`config.mk`:
```
export PLATFORM = sky130hd
export DESIGN_NAME = anvyl_keypad_scan
export DESIGN_NICKNAME = d
export VERILOG_FILES = /design/src/rtl/anvyl_kypd_pkg.sv /design/src/rtl/anvyl_keypad_scan_debounce.sv /design/src/rtl/anvyl_keypad_scan.sv
export SDC_FILE = /design/constraint.sdc
export NUM_CORES = 1
export LEC_CHECK = 0
export BUFFER_PORTS_ARGS = -buffer_cell sky130_fd_sc_hd__buf_2
export CAP_MARGIN = 20
export CORE_ASPECT_RATIO = 0.7
export CORE_MARGIN = 8
export CORE_UTILIZATION = 40
export CTS_BUF_LIST = sky130_fd_sc_hd__clkbuf_8
export CTS_CLUSTER_DIAMETER = 50
export CTS_CLUSTER_SIZE = 10
export DETAILED_ROUTE_END_ITERATION = 10
export PLACE_DENSITY = 0.54
export SYNTH_ARGS = -nofsm -noshare
export SYNTH_HDL_FRONTEND = slang
export SYNTH_SLANG_ARGS = --single-unit
```
`constraint.sdc`:
```
create_clock -name clk -period 12.3 [get_ports clk]
set_clock_uncertainty 0.1 [all_clocks]
set_input_delay 2.46 -clock clk [delete_from_list [all_inputs] [get_ports clk]]
set_output_delay 2.46 -clock clk [all_outputs]
set_load 0.02 [all_outputs]
```
`src/rtl/anvyl_kypd_pkg.sv`:
```
// Shared types and constants for the Anvyl 4x4 hex keypad scanner.
// Latency: none (package only).
// Backpressure: none (package only).
package anvyl_kypd_pkg;

   localparam int NUM_COLS = 4;
   localparam int NUM_ROWS = 4;

   typedef enum logic [1:0] {IDLE, CAND, PRESSED, REL} kypd_state_t;

   // Hex code per key, nibble index {row[1:0], col[1:0]}.
   // row0: 1 2 3 A, row1: 4 5 6 B, row2: 7 8 9 C, row3: 0 F E D
   localparam logic [63:0] KEYMAP = 64'hDEF0_C987_B654_A321;

   function automatic logic [3:0] key_lookup(input logic [3:0] idx);
      key_lookup = KEYMAP[{idx, 2'b00} +: 4];
   endfunction

   // Active-low column drive: only column idx is pulled low.
   function automatic logic [3:0] col_drive(input logic [1:0] idx);
      col_drive = ~(4'b0001 << idx);
   endfunction

endpackage

```
`src/rtl/anvyl_keypad_scan_debounce.sv`:
```
// Frame-level press/release debouncer with a stable-frame counter.
// Latency: outputs registered, update one cycle after the deciding frame_done.
// Backpressure: none; key_valid is a single-cycle pulse with no handshake.
module kypd_debounce
   import anvyl_kypd_pkg::*;
#(
   parameter int DEBOUNCE_SCANS = 4
)
(
   input  logic       clk,
   input  logic       rst,
   input  logic       frame_done,
   input  logic       cand_valid,
   input  logic [3:0] cand_code,
   output logic       key_valid,
   output logic [3:0] key_code,
   output logic       key_held
);

   localparam int SW = $clog2(DEBOUNCE_SCANS + 1);
   localparam logic [SW-1:0] STABLE_MAX = SW'(DEBOUNCE_SCANS);

   kypd_state_t   state, state_nxt;
   logic [SW-1:0] count, count_nxt, count_inc;
   logic [3:0]    lat_code, lat_nxt, code_nxt;
   logic          valid_nxt, held_nxt;

   assign count_inc = count + SW'(1);

   // State, counter and output registers.
   always_ff @(posedge clk or negedge rst) begin
      if (!rst) begin
         state     <= IDLE;
         count     <= '0;
         lat_code  <= 4'h0;
         key_valid <= 1'b0;
         key_code  <= 4'h0;
         key_held  <= 1'b0;
      end else begin
         state     <= state_nxt;
         count     <= count_nxt;
         lat_code  <= lat_nxt;
         key_valid <= valid_nxt;
         key_code  <= code_nxt;
         key_held  <= held_nxt;
      end
   end

   // Next-state decision, taken only when a whole frame has been scanned.
   always_comb begin
      state_nxt = state;
      count_nxt = count;
      lat_nxt   = lat_code;
      valid_nxt = 1'b0;
      code_nxt  = key_code;
      held_nxt  = key_held;
      if (frame_done) begin
         case (state)
            IDLE: begin
               if (cand_valid) begin
                  state_nxt = CAND;
                  lat_nxt   = cand_code;
                  count_nxt = SW'(1);
               end
            end
            CAND: begin
               if (cand_valid && (cand_code == lat_code)) begin
                  if (count_inc == STABLE_MAX) begin
                     state_nxt = PRESSED;
                     count_nxt = '0;
                     valid_nxt = 1'b1;
                     code_nxt  = lat_code;
                     held_nxt  = 1'b1;
                  end else begin
                     count_nxt = count_inc;
                  end
               end else begin
                  state_nxt = IDLE;
                  count_nxt = '0;
               end
            end
            PRESSED: begin
               // Any key keeps us here: no auto-repeat until a full release.
               if (!cand_valid) begin
                  state_nxt = REL;
                  count_nxt = SW'(1);
               end else begin
                  count_nxt = '0;
               end
            end
            REL: begin
               if (!cand_valid) begin
                  if (count_inc == STABLE_MAX) begin
                     state_nxt = IDLE;
                     count_nxt = '0;
                     held_nxt  = 1'b0;
                  end else begin
                     count_nxt = count_inc;
                  end
               end else begin
                  state_nxt = PRESSED;
                  count_nxt = '0;
               end
            end
            default: begin
               state_nxt = IDLE;
               count_nxt = '0;
            end
         endcase
      end
   end

endmodule

```
`src/rtl/anvyl_keypad_scan.sv`:
```
// Anvyl 4x4 keypad column scanner, frame decoder and 6-digit hex entry register.
// Latency: key_valid one cycle after the last sample of the DEBOUNCE_SCANS-th stable frame.
// Backpressure: none; accepted digits shift into entry_value unconditionally.
module anvyl_keypad_scan
   import anvyl_kypd_pkg::*;
#(
   parameter int SCAN_TICKS     = 12500,
   parameter int DEBOUNCE_SCANS = 4,
   parameter int CNT_W          = 20
)
(
   input  logic        clk,
   input  logic        rst,
   output logic [3:0]  col_out,
   input  logic [3:0]  row_in,
   input  logic        clear,
   output logic        key_valid,
   output logic [3:0]  key_code,
   output logic        key_held,
   output logic [23:0] entry_value
);

   logic [3:0]       row_meta, row_sync;
   logic [CNT_W-1:0] dwell;
   logic [1:0]       col_idx;
   logic [15:0]      snap, frame_vec, frame_low;
   logic             tc, frame_done;
   logic [4:0]       low_cnt;
   logic [3:0]       hit;
   logic             cand_valid;
   logic [3:0]       cand_code;

   assign tc         = (dwell == CNT_W'(SCAN_TICKS - 1));
   assign frame_done = tc && (col_idx == 2'd3);

   // Two-flop synchronizer for the asynchronous row lines.
   always_ff @(posedge clk or negedge rst) begin
      if (!rst) begin
         row_meta <= 4'hF;
         row_sync <= 4'hF;
      end else begin
         row_meta <= row_in;
         row_sync <= row_meta;
      end
   end

   // Dwell counter, column rotation and per-column row snapshot.
   always_ff @(posedge clk or negedge rst) begin
      if (!rst) begin
         dwell   <= '0;
         col_idx <= 2'd0;
         col_out <= 4'b1110;
         snap    <= 16'hFFFF;
      end else if (tc) begin
         dwell                      <= '0;
         snap[{col_idx, 2'b00} +: 4] <= row_sync;
         col_idx                    <= col_idx + 2'd1;
         col_out                    <= col_drive(col_idx + 2'd1);
      end else begin
         dwell <= dwell + CNT_W'(1);
      end
   end

   // Frame decode: the current column's live sample completes the snapshot,
   // and only a single low bit names a key (multi-key ghosting is rejected).
   always_comb begin
      frame_vec = snap;
      frame_vec[{col_idx, 2'b00} +: 4] = row_sync;
      frame_low = ~frame_vec;
      low_cnt   = 5'd0;
      hit       = 4'd0;
      for (int b = 0; b < 16; b++) begin
         if (frame_low[b]) begin
            low_cnt = low_cnt + 5'd1;
            hit     = 4'(b);
         end
      end
   end

   // Bit index is {col,row}; the keymap is indexed {row,col}.
   assign cand_valid = (low_cnt == 5'd1);
   assign cand_code  = key_lookup({hit[1:0], hit[3:2]});

   kypd_debounce #(
      .DEBOUNCE_SCANS(DEBOUNCE_SCANS)
   ) u_debounce (
      .clk       (clk),
      .rst       (rst),
      .frame_done(frame_done),
      .cand_valid(cand_valid),
      .cand_code (cand_code),
      .key_valid (key_valid),
      .key_code  (key_code),
      .key_held  (key_held)
   );

   // Entry register: accepted digits shift in at the low nibble; clear wins over history.
   always_ff @(posedge clk or negedge rst) begin
      if (!rst) begin
         entry_value <= 24'h0;
      end else if (key_valid) begin
         entry_value <= clear ? {20'h0, key_code} : {entry_value[19:0], key_code};
      end else if (clear) begin
         entry_value <= 24'h0;
      end
   end

endmodule

```
==> results of run 1 <==
layer usage:
| layer | GRT usage, % | routed length [um] |
|---|---|---|
| met5 | 0 | 0 |
| met4 | 2.743 | 83 |
| met3 | 2.878 | 326 |
| met2 | 21.12 | 5866 |
| met1 | 21.22 | 7176 |
cell usage in the layout, fill, tap and decap left out, types with 9 or more instances in the layout:
cell type   n
xor2_1     14
mux2i_1    33
dfstp_2    27
and3_1      9
a31o_2      9
o21ai_0    14
inv_1      23
ha_1       24
dfrtp_1    61
nor3_1     13
nand2_1    44
nor2_1     71
buf_4      10
buf_2      39
a31oi_1    13
a21oi_1    29
nand4_1     9
xnor2_1    42
nor2b_1    25
clkbuf_8   10
nand3_1    25
repair_timing:
action | 4_1_cts | 5_1_grt
setup buffers | 0 | 2
resized for setup | 0 | 8
hold buffers | 0 | 0
setup endpoints to repair | 0 | 15
sequential cells by signal (all words and copies together), names as in the netlist:
register	cells
col_out	4
dwell	20
col_idx	2
u_debounce.count	3
snap	16
u_debounce.key_valid	1
u_debounce.state	2
u_debounce.lat_code	4
u_debounce.key_code	4
u_debounce.key_held	1
row_sync	4
entry_value	24
row_meta	4
final cells by class:
type	count	area (um^2)
multi-input combinational	491	3625
sequential	89	2262
timing repair buffer	50	277.8
tap	195	244.0
clock buffer	10	137.6
fill	1395	7988
inverter	24	90.09
clock inverter	6	97.59
report_power, final:
group / switching [mW] / internal (mW) / total, mW
Sequential: 0.000880 / 0.295 / 0.296
Combinational: 0.318 / 0.238 / 0.556
Clock: 0.114 / 0.123 / 0.237
Total: 0.433 / 0.657 / 1.09
through the flow:
step,std cells,cell area [um^2]
finish,865,6734
global route,865,6734
CTS,862,6668
detailed placement,846,6432
global placement,846,6432
floorplan,627,6035
synth_stat cells, types with 13 or more instances:
cell type,count,area (um^2)
a21oi_1,30,150.1
a31oi_1,13,81.33
clkbuf_1,15,56.30
dfrtp_1,62,1551
dfstp_2,27,709.4
ha_1,25,312.8
inv_1,23,86.33
mux2i_1,33,330.3
nand2_1,44,165.2
nand3_1,25,125.1
nor2_1,72,270.3
nor2b_1,25,156.4
nor3_1,13,65.06
o21ai_0,14,70.07
xnor2_1,42,367.9
xor2_1,14,122.6
cell families (layout without fill, tap and decap cells):
logic type | after synthesis | in the layout | share of synthesized area (%)
AO/OA/AOI/OAI | 126 | 126 | 15.49
multiplexers | 42 | 42 | 7.340
buffers and inverters | 47 | 90 | 3.193
XOR/XNOR | 66 | 66 | 11.57
adder cells (fa/ha/maj) | 25 | 25 | 5.183
flip-flops | 89 | 89 | 37.47
AND/OR/NAND/NOR | 232 | 232 | 19.76
worst max-delay path: cells and delay by family (launching register included):
family	cells	cell delay (ns)
DFF	1	0.47
and+or+nand+nor	21	2.98
xor gates and xnor gates	1	0.16
muxes	2	0.58
adders and majority gates	15	4.48
buffers and inverters	6	0.66
AOI/OAI and AO/OA	11	1.96
worst max path at each step:
stage / depth (start not counted) / end
floorplan: 56 / u_debounce.lat_code[0]$_DFFE_PN0P_
global placement: 56 / u_debounce.lat_code[0]$_DFFE_PN0P_
detailed placement: 55 / u_debounce.lat_code[0]$_DFFE_PN0P_
CTS: 55 / u_debounce.lat_code[2]$_DFFE_PN0P_
global route: 57 / u_debounce.lat_code[2]$_DFFE_PN0P_
finish: 56 / u_debounce.lat_code[2]$_DFFE_PN0P_
==> results.json, run 1 <==
{
  "power.density_nw_per_um2": 161.9,
  "die_h_um": 118.8,
  "cts_buffer_depth": 2,
  "num_vias": 4645,
  "cts_tree": "built",
  "place.gp.congestion": 0.8722,
  "peakVddDrop_mv": 0.07471,
  "async_reset_ff_share_pct": 100.0,
  "cts.sinks": 89,
  "grt_pass1_wl_mm": 23.12,
  "drc": 0,
  "grt_usage_pct": 14.32,
  "path_class": "reg2reg",
  "die-area_um2": 19340,
  "cpPeakStageDelay_ns": 0.54,
  "ys_seq_area_share_pct": 37.47,
  "core_um2": 14720,
  "cp_common_cell": "ha_1",
  "ys_types": 80,
  "antenna_left": 0,
  "startpoint": "col_idx[0]$_DFFE_PN0N_",
  "drt_iter0_drc": 218,
  "status": "completed",
  "area_growth_pct": 11.59,
  "overflow": 0,
  "slowest_stage": "or4_4",
  "synth_flop_cell": "dfrtp_1",
  "grt_max_degree": 49,
  "hp-start": "row_meta[3]$_DFF_PN1_",
  "period_minus_slack_ns": 11.49,
  "top_level_ports": 41,
  "min_path_type": "reg2reg",
  "antenna_cells": 0,
  "relSlewSlack_pct": 53.43,
  "rr_startpoint": "col_idx[0]$_DFFE_PN0N_",
  "power.leakage_nw": 2.861,
  "finalPower_mw": 1.090,
  "r2r-end": "u_debounce.lat_code[2]$_DFFE_PN0P_",
  "tns_ns": 0,
  "nNetsFinal": 697,
  "worst_pin_slew_ns": 0.6953,
  "final_core_util_pct": 45.74,
  "rsz0062_at_grt": "no",
  "r2r_cells": 56,
  "synth_area_per_cell_um2": 9.624,
  "cts_made_buffers": 9,
  "grt_pass1_vias": 4585,
  "arrival_ns": 11.65,
  "pre_cts_slack_ns": 0.3086,
  "die-width_um": 162.8,
  "dp_hpwl_mm": 10.09,
  "grt_antenna_before_repair": 0,
  "critPathRequiredTime_ns": 12.46,
  "port_buffers": 40,
  "worstSetupStartpointType": "flip-flop",
  "drive_gt1_share_pct": 21.64,
  "drt-total-wl_mm": 13.45,
  "finalHoldViolCount": 0,
  "setup_viol": 0,
  "syn_nets": 659,
  "clk_latency_ns": 0.36,
  "drt-pass1-iter-count": 5,
  "whs_path_depth": 0,
  "synth_cells": 627,
  "fin_ws_ns": 0.8114,
  "hold_ws_ns": 0.2604,
  "ys_ff_latch": 89,
  "maxCapViolCount": 0,
  "cts.reportedPaths.clkPinSlew_ns": 0.10,
  "cts_root_buffer": "clkbuf_8",
  "via_per_inst": 5.370,
  "drv_slew": 0,
  "synth-edff-count": 0,
  "cp-end-kind": "flip-flop",
  "r2r_slack_ns": 0.81,
  "final.period_utilization_pct": 93.40,
  "htreeDepth": 3,
  "rows": 37,
  "cp_max_fo": 18,
  "yosysWarnings": 0,
  "fmax_mhz": 87.04,
  "min_to": "row_sync[3]$_DFF_PN1_",
  "synth_area_um2": 6035,
  "drt-wirelength-per-cell_um": 15.55,
  "start_util_pct": 40.99
}
(Power assumes the default switching activity.)
==> inputs of run 2 (changes only) <==
--- a/config.mk
+++ b/config.mk
@@ -9,12 +9,12 @@
 export CAP_MARGIN = 20
 export CORE_ASPECT_RATIO = 0.7
 export CORE_MARGIN = 8
-export CORE_UTILIZATION = 40
+export CORE_UTILIZATION = 55
 export CTS_BUF_LIST = sky130_fd_sc_hd__clkbuf_8
 export CTS_CLUSTER_DIAMETER = 50
 export CTS_CLUSTER_SIZE = 10
 export DETAILED_ROUTE_END_ITERATION = 10
-export PLACE_DENSITY = 0.54
+export PLACE_DENSITY = 0.71
 export SYNTH_ARGS = -nofsm -noshare
 export SYNTH_HDL_FRONTEND = slang
 export SYNTH_SLANG_ARGS = --single-unit
==> run 2 against run 1 <==
Compared with the run above:
- cell count decreased by 5.1%
- sequential power is essentially flat
- worst hold slack better by 0.0011 ns
- non-clock buffer count is 2 lower
- register-to-register slack got worse by 0.02 ns
- power down 0.69%
- clock power down 3%
- first-iteration DRC count grew 31%
- via count is 1.0% higher
- global-route usage rose by 3.4 points
- critical endpoint is now u_debounce.lat_code[1]$_DFFE_PN0P_
- largest cell class unchanged
- largest power group unchanged
- highest routed layer unchanged
==> results.json, run 2 (same netlist as run 1, synthesis figures left out) <==
{
  "die-area_um2": 14630,
  "drt_iter0_drc": 286,
  "worstSetupStartpointType": "flip-flop",
  "peakVddDrop_mv": 0.07106,
  "antenna_left": 0,
  "clk_latency_ns": 0.37,
  "area_growth_pct": 10.26,
  "drt-pass1-iter-count": 5,
  "min_path_type": "reg2reg",
  "cts_buffer_depth": 2,
  "cts_tree": "built",
  "core_um2": 10850,
  "fillers": 880,
  "power.density_nw_per_um2": 162.7,
  "final.period_utilization_pct": 93.54,
  "fmax_mhz": 86.91,
  "cts_made_buffers": 9,
  "final_cell_mix": "nor2_1 (71), dfrtp_1 (61), nand2_1 (44), xnor2_1 (42), buf_2 (39)",
  "multi_input_area_um2": 3613,
  "cts_root_buffer": "clkbuf_8",
  "place.gp.congestion": 0.9037,
  "power.leakage_nw": 2.851,
  "via_per_inst": 5.715,
  "status": "completed",
  "nNetsFinal": 695,
  "period_minus_slack_ns": 11.51,
  "grt_pass1_wl_mm": 21.80,
  "drive_gt1_share_pct": 21.26,
  "finalPower_mw": 1.082,
  "drv_slew": 0,
  "cpPeakStageDelay_ns": 0.54,
  "die_h_um": 103.6,
  "finalHoldViolCount": 0,
  "rsz0062_at_grt": "no",
  "seq_area_um2": 2262,
  "dp_hpwl_mm": 9.594,
  "cp-end-kind": "flip-flop",
  "overflow": 0,
  "drc": 0,
  "arrival_ns": 11.65,
  "num_vias": 4692,
  "dpl-instance-area_um2": 6365,
  "tns_ns": 0,
  "drt-total-wl_mm": 12.71,
  "grt_antenna_before_repair": 0,
  "port_buffers": 40,
  "largest_reg_flops": 24,
  "fin_area_um2": 6654,
  "grt_pass1_vias": 4497,
  "grt_max_degree": 56,
  "reg.largest.list": "entry_value (24), dwell (20), snap (16)",
  "rows": 32,
  "maxCapViolCount": 0,
  "path_class": "reg2reg",
  "critPathRequiredTime_ns": 12.45,
  "final_common_cell": "nor2_1",
  "drt-wirelength-per-cell_um": 15.48,
  "worst_pin_slew_ns": 1.026,
  "relSlewSlack_pct": 31.29,
  "die-width_um": 141.2,
  "cp_max_fo": 18,
  "grt_usage_pct": 17.70,
  "cts.reportedPaths.clkPinSlew_ns": 0.09,
  "start_util_pct": 55.62,
  "cp_common_cell": "ha_1",
  "slowest_stage": "or4_4",
  "antenna_cells": 0,
  "setup_viol": 0,
  "regMostFlops": "entry_value",
  "holdBufCountCts": 0,
  "top_level_ports": 41,
  "cts.sinks": 89,
  "htreeDepth": 3
}
run 2: stage by stage:
step	utilization, %	hold slack, ns	worst slack [ns]	cells
CTS	60.82	0.2623	0.1623	818
floorplan	-	0.2452	1.398	627
finish	61.32	0.2615	0.7944	821
detailed placement	58.66	0.2484	0.2547	802
global placement	58.66	0.2467	0.7535	802
global route	61.32	0.2686	0.1385	821
run 2: power by group:
| part | switching, mW | internal [mW] |
|---|---|---|
| clock | 0.112 | 0.119 |
| sequential | 0.000943 | 0.295 |
| combinational | 0.320 | 0.236 |
run 2: path summary, 6_finish.rpt:
kind	start	endpoint	slack [ns]	depth (start not counted)
worst max-delay path	col_idx[0]$_DFFE_PN0N_	u_debounce.lat_code[1]$_DFFE_PN0P_	0.79	56
worst min-delay path	row_meta[3]$_DFF_PN1_	row_sync[3]$_DFF_PN1_	0.26	0
worst max register to register	col_idx[0]$_DFFE_PN0N_	u_debounce.lat_code[1]$_DFFE_PN0P_	0.79	56
worst min register to register	row_meta[3]$_DFF_PN1_	row_sync[3]$_DFF_PN1_	0.26	0
max in group asynchronous	rst	entry_value[9]$_DFFE_PN0P_	9.17	2
min in group asynchronous	rst	dwell[16]$_DFF_PN0_	1.91	1
run 2: cell type report:
type | count | area share [%]
multi-input combinational | 491 | 54.31
sequential | 89 | 34.00
inverter | 24 | 1.354
clock buffer | 9 | 1.862
clock inverter | 7 | 1.655
timing repair buffer | 48 | 3.949
tap | 153 | 2.877
run 2: layer usage:
layer	up-vias	part of all wire (%)	global-route usage [%]
met2	74	47	27.53
met4	0	0.55	3.440
met5	-	0	0
met3	9	3.5	3.851
li1	2315	-	-
met1	2294	49	24.92
run 2: critical path: cells and delay by family, from the launching register on:
family	cells	cell delay, ns
xor gates and xnor gates	1	0.24
AOI/OAI and AO/OA	11	1.88
adders and majority gates	15	4.47
buffers and inverters	6	0.68
DFF	1	0.46
muxes	2	0.59
and+or+nand+nor	21	2.97
run 2: timing repair:
action,in CTS,in global routing
gates resized for setup,0,6
setup endpoints to repair,0,15
setup buffers,0,3
==> inputs of run 3 (changes only) <==
--- a/config.mk
+++ b/config.mk
@@ -7,7 +7,6 @@
 export LEC_CHECK = 0
 export BUFFER_PORTS_ARGS = -buffer_cell sky130_fd_sc_hd__buf_2
 export CAP_MARGIN = 20
-export CORE_ASPECT_RATIO = 0.7
 export CORE_MARGIN = 8
 export CORE_UTILIZATION = 55
 export CTS_BUF_LIST = sky130_fd_sc_hd__clkbuf_8
==> run 3 against run 2 <==
Compared with the run above:
- first-iteration DRC count up 8.7%
- register-to-register slack worse by 0.03 ns
- cell area down 1.1%
- utilization down 0.36 points
- worst hold slack worse by 0.011 ns
- combinational power down 2%
- global-route usage down 0.45 points
- critical endpoint is now u_debounce.lat_code[0]$_DFFE_PN0P_
- largest power group unchanged
==> results.json, run 3 (same netlist as run 1, synthesis figures left out) <==
{
  "status": "completed",
  "reg.largest.list": "entry_value (24), dwell (20), snap (16)",
  "place.gp.congestion": 1.014,
  "finalPower_mw": 1.017,
  "power.leakage_nw": 2.829,
  "start_util_pct": 55.91,
  "busiest_layer": "met2",
  "period_minus_slack_ns": 11.53,
  "gr-usage-met2_pct": 30.18,
  "seq_power_share_pct": 29.1,
  "finalHoldViolCount": 0,
  "worst_pin_slew_ns": 0.9060,
  "slowest_stage": "or4_4",
  "die-width_um": 120.7,
  "antenna_left": 0,
  "largest_reg_flops": 24,
  "power.switching_mw": 0.4117,
  "comb_power_share_pct": 53.6,
  "overflow": 0,
  "grt_use_met1_pct": 21.05,
  "via_per_inst": 5.801,
  "die-area_um2": 14580,
  "final_cell_mix": "nor2_1 (72), dfrtp_1 (61), nand2_1 (44), xnor2_1 (42), buf_2 (39)",
  "drt-pass1-iter-count": 4,
  "cts_tree": "built",
  "relSlewSlack_pct": 39.32,
  "cts.reportedPaths.clkPinSlew_ns": 0.09,
  "rows": 38,
  "drt_iter0_drc": 311,
  "r2r_slack_ns": 0.77,
  "cp_common_cell": "ha_1",
  "swShare_pct": 40.46,
  "dp_hpwl_mm": 9.254,
  "clk_latency_ns": 0.36,
  "port_buffers": 40,
  "area_growth_pct": 9.040,
  "num_vias": 4687,
  "grt_pass1_vias": 4530,
  "cts_buffer_depth": 2,
  "setup_viol": 0,
  "peakVddDrop_mv": 0.1098,
  "top_level_ports": 41,
  "startpoint": "col_idx[0]$_DFFE_PN0N_",
  "die_h_um": 120.7,
  "regMostFlops": "entry_value",
  "final_common_cell": "nor2_1",
  "htreeDepth": 3,
  "drv_slew": 0,
  "arrival_ns": 11.68,
  "holdBufCountCts": 0,
  "rr_startpoint": "col_idx[0]$_DFFE_PN0N_",
  "min_path_type": "reg2reg",
  "p_int_mw": 0.6058,
  "antenna_cells": 0,
  "cts_root_buffer": "clkbuf_8",
  "fmax_mhz": 86.70,
  "hp-start": "row_meta[1]$_DFF_PN1_",
  "grt_max_degree": 90,
  "power.density_nw_per_um2": 154.6,
  "critPathRequiredTime_ns": 12.45,
  "hold_ws_ns": 0.2509,
  "cpPeakStageDelay_ns": 0.54,
  "drive_gt1_share_pct": 20.66,
  "path_class": "reg2reg",
  "maxCapViolCount": 0,
  "dpl.cell_count": 789,
  "grt_antenna_before_repair": 0,
  "met3_usage_pct": 3.310,
  "drc": 0,
  "final_core_util_pct": 60.97,
  "drt-wirelength-per-cell_um": 15.43,
  "cp_max_fo": 11,
  "cts.sinks": 89,
  "nNetsFinal": 695,
  "pwr-share-clk_pct": 17.3,
  "worstSetupStartpointType": "flip-flop",
  "cts_made_buffers": 9,
  "tns_ns": 0,
  "final_cells": 808,
  "cp-end-kind": "flip-flop",
  "grt_pass1_wl_mm": 21.05,
  "core_um2": 10790,
  "grt_usage_pct": 17.25,
  "drt-total-wl_mm": 12.47,
  "final.period_utilization_pct": 93.78
}
## run 3: metal layers
layer | wire [um] | part of all wire, %
met1 | 5609 | 45
met3 | 380 | 3.0
met5 | 0 | 0
met4 | 175 | 1.4
met2 | 6300 | 51
## run 3: timing repair
item	in CTS	in global routing
setup endpoints to repair	0	15
resized for setup	0	4
setup buffers	0	2
## run 3: stage by stage
step | setup slack, ns | instance area, um^2
2_1_floorplan | 1.398 | 6035
3_3_place_gp | 0.8668 | 6347
3_5_place_dp | 0.3794 | 6347
4_1_cts | 0.3340 | 6518
5_1_grt | -0.008564 | 6580
6_report | 0.7653 | 6580
## run 3: final timing paths
kind                                                      end  cells after the start
setup / recovery           u_debounce.lat_code[0]$_DFFE_PN0P_                     57
hold / removal                          row_sync[1]$_DFF_PN1_                      0
setup reg to reg           u_debounce.lat_code[0]$_DFFE_PN0P_                     57
hold reg to reg                         row_sync[1]$_DFF_PN1_                      0
max in group asynchronous                 snap[8]$_DFFE_PN1N_                      2
min in group asynchronous                  dwell[0]$_DFF_PN0_                      1
## run 3: area by class of cell
class                   instances  area [um^2]
clock buffers                   9        123.9
clock inverters                 7        46.29
fillers                       942         4213
inverters                      24        90.09
multi-input cells             491         3600
flip-flops and latches         89         2262
well taps                     140        175.2
repair buffers                 48        282.8
## run 3: power groups by stage
stage	sequential [mW]	clock, mW	combinational [mW]
after floorplan	0.301	0	0.461
after global placement	0.301	0	0.528
after detailed placement	0.301	0	0.544
after CTS	0.296	0.182	0.547
after global routing	0.296	0.192	0.603
final	0.296	0.176	0.545
## run 3: critical path, delay by kind of cell (launching register included)
kind	cells	cell delay [ns]
muxes	2	0.58
and+or+nand+nor	22	3.14
buffers and inverters	6	0.65
adders and majority gates	15	4.42
AOI/OAI and AO/OA	12	2.09
DFF	1	0.46
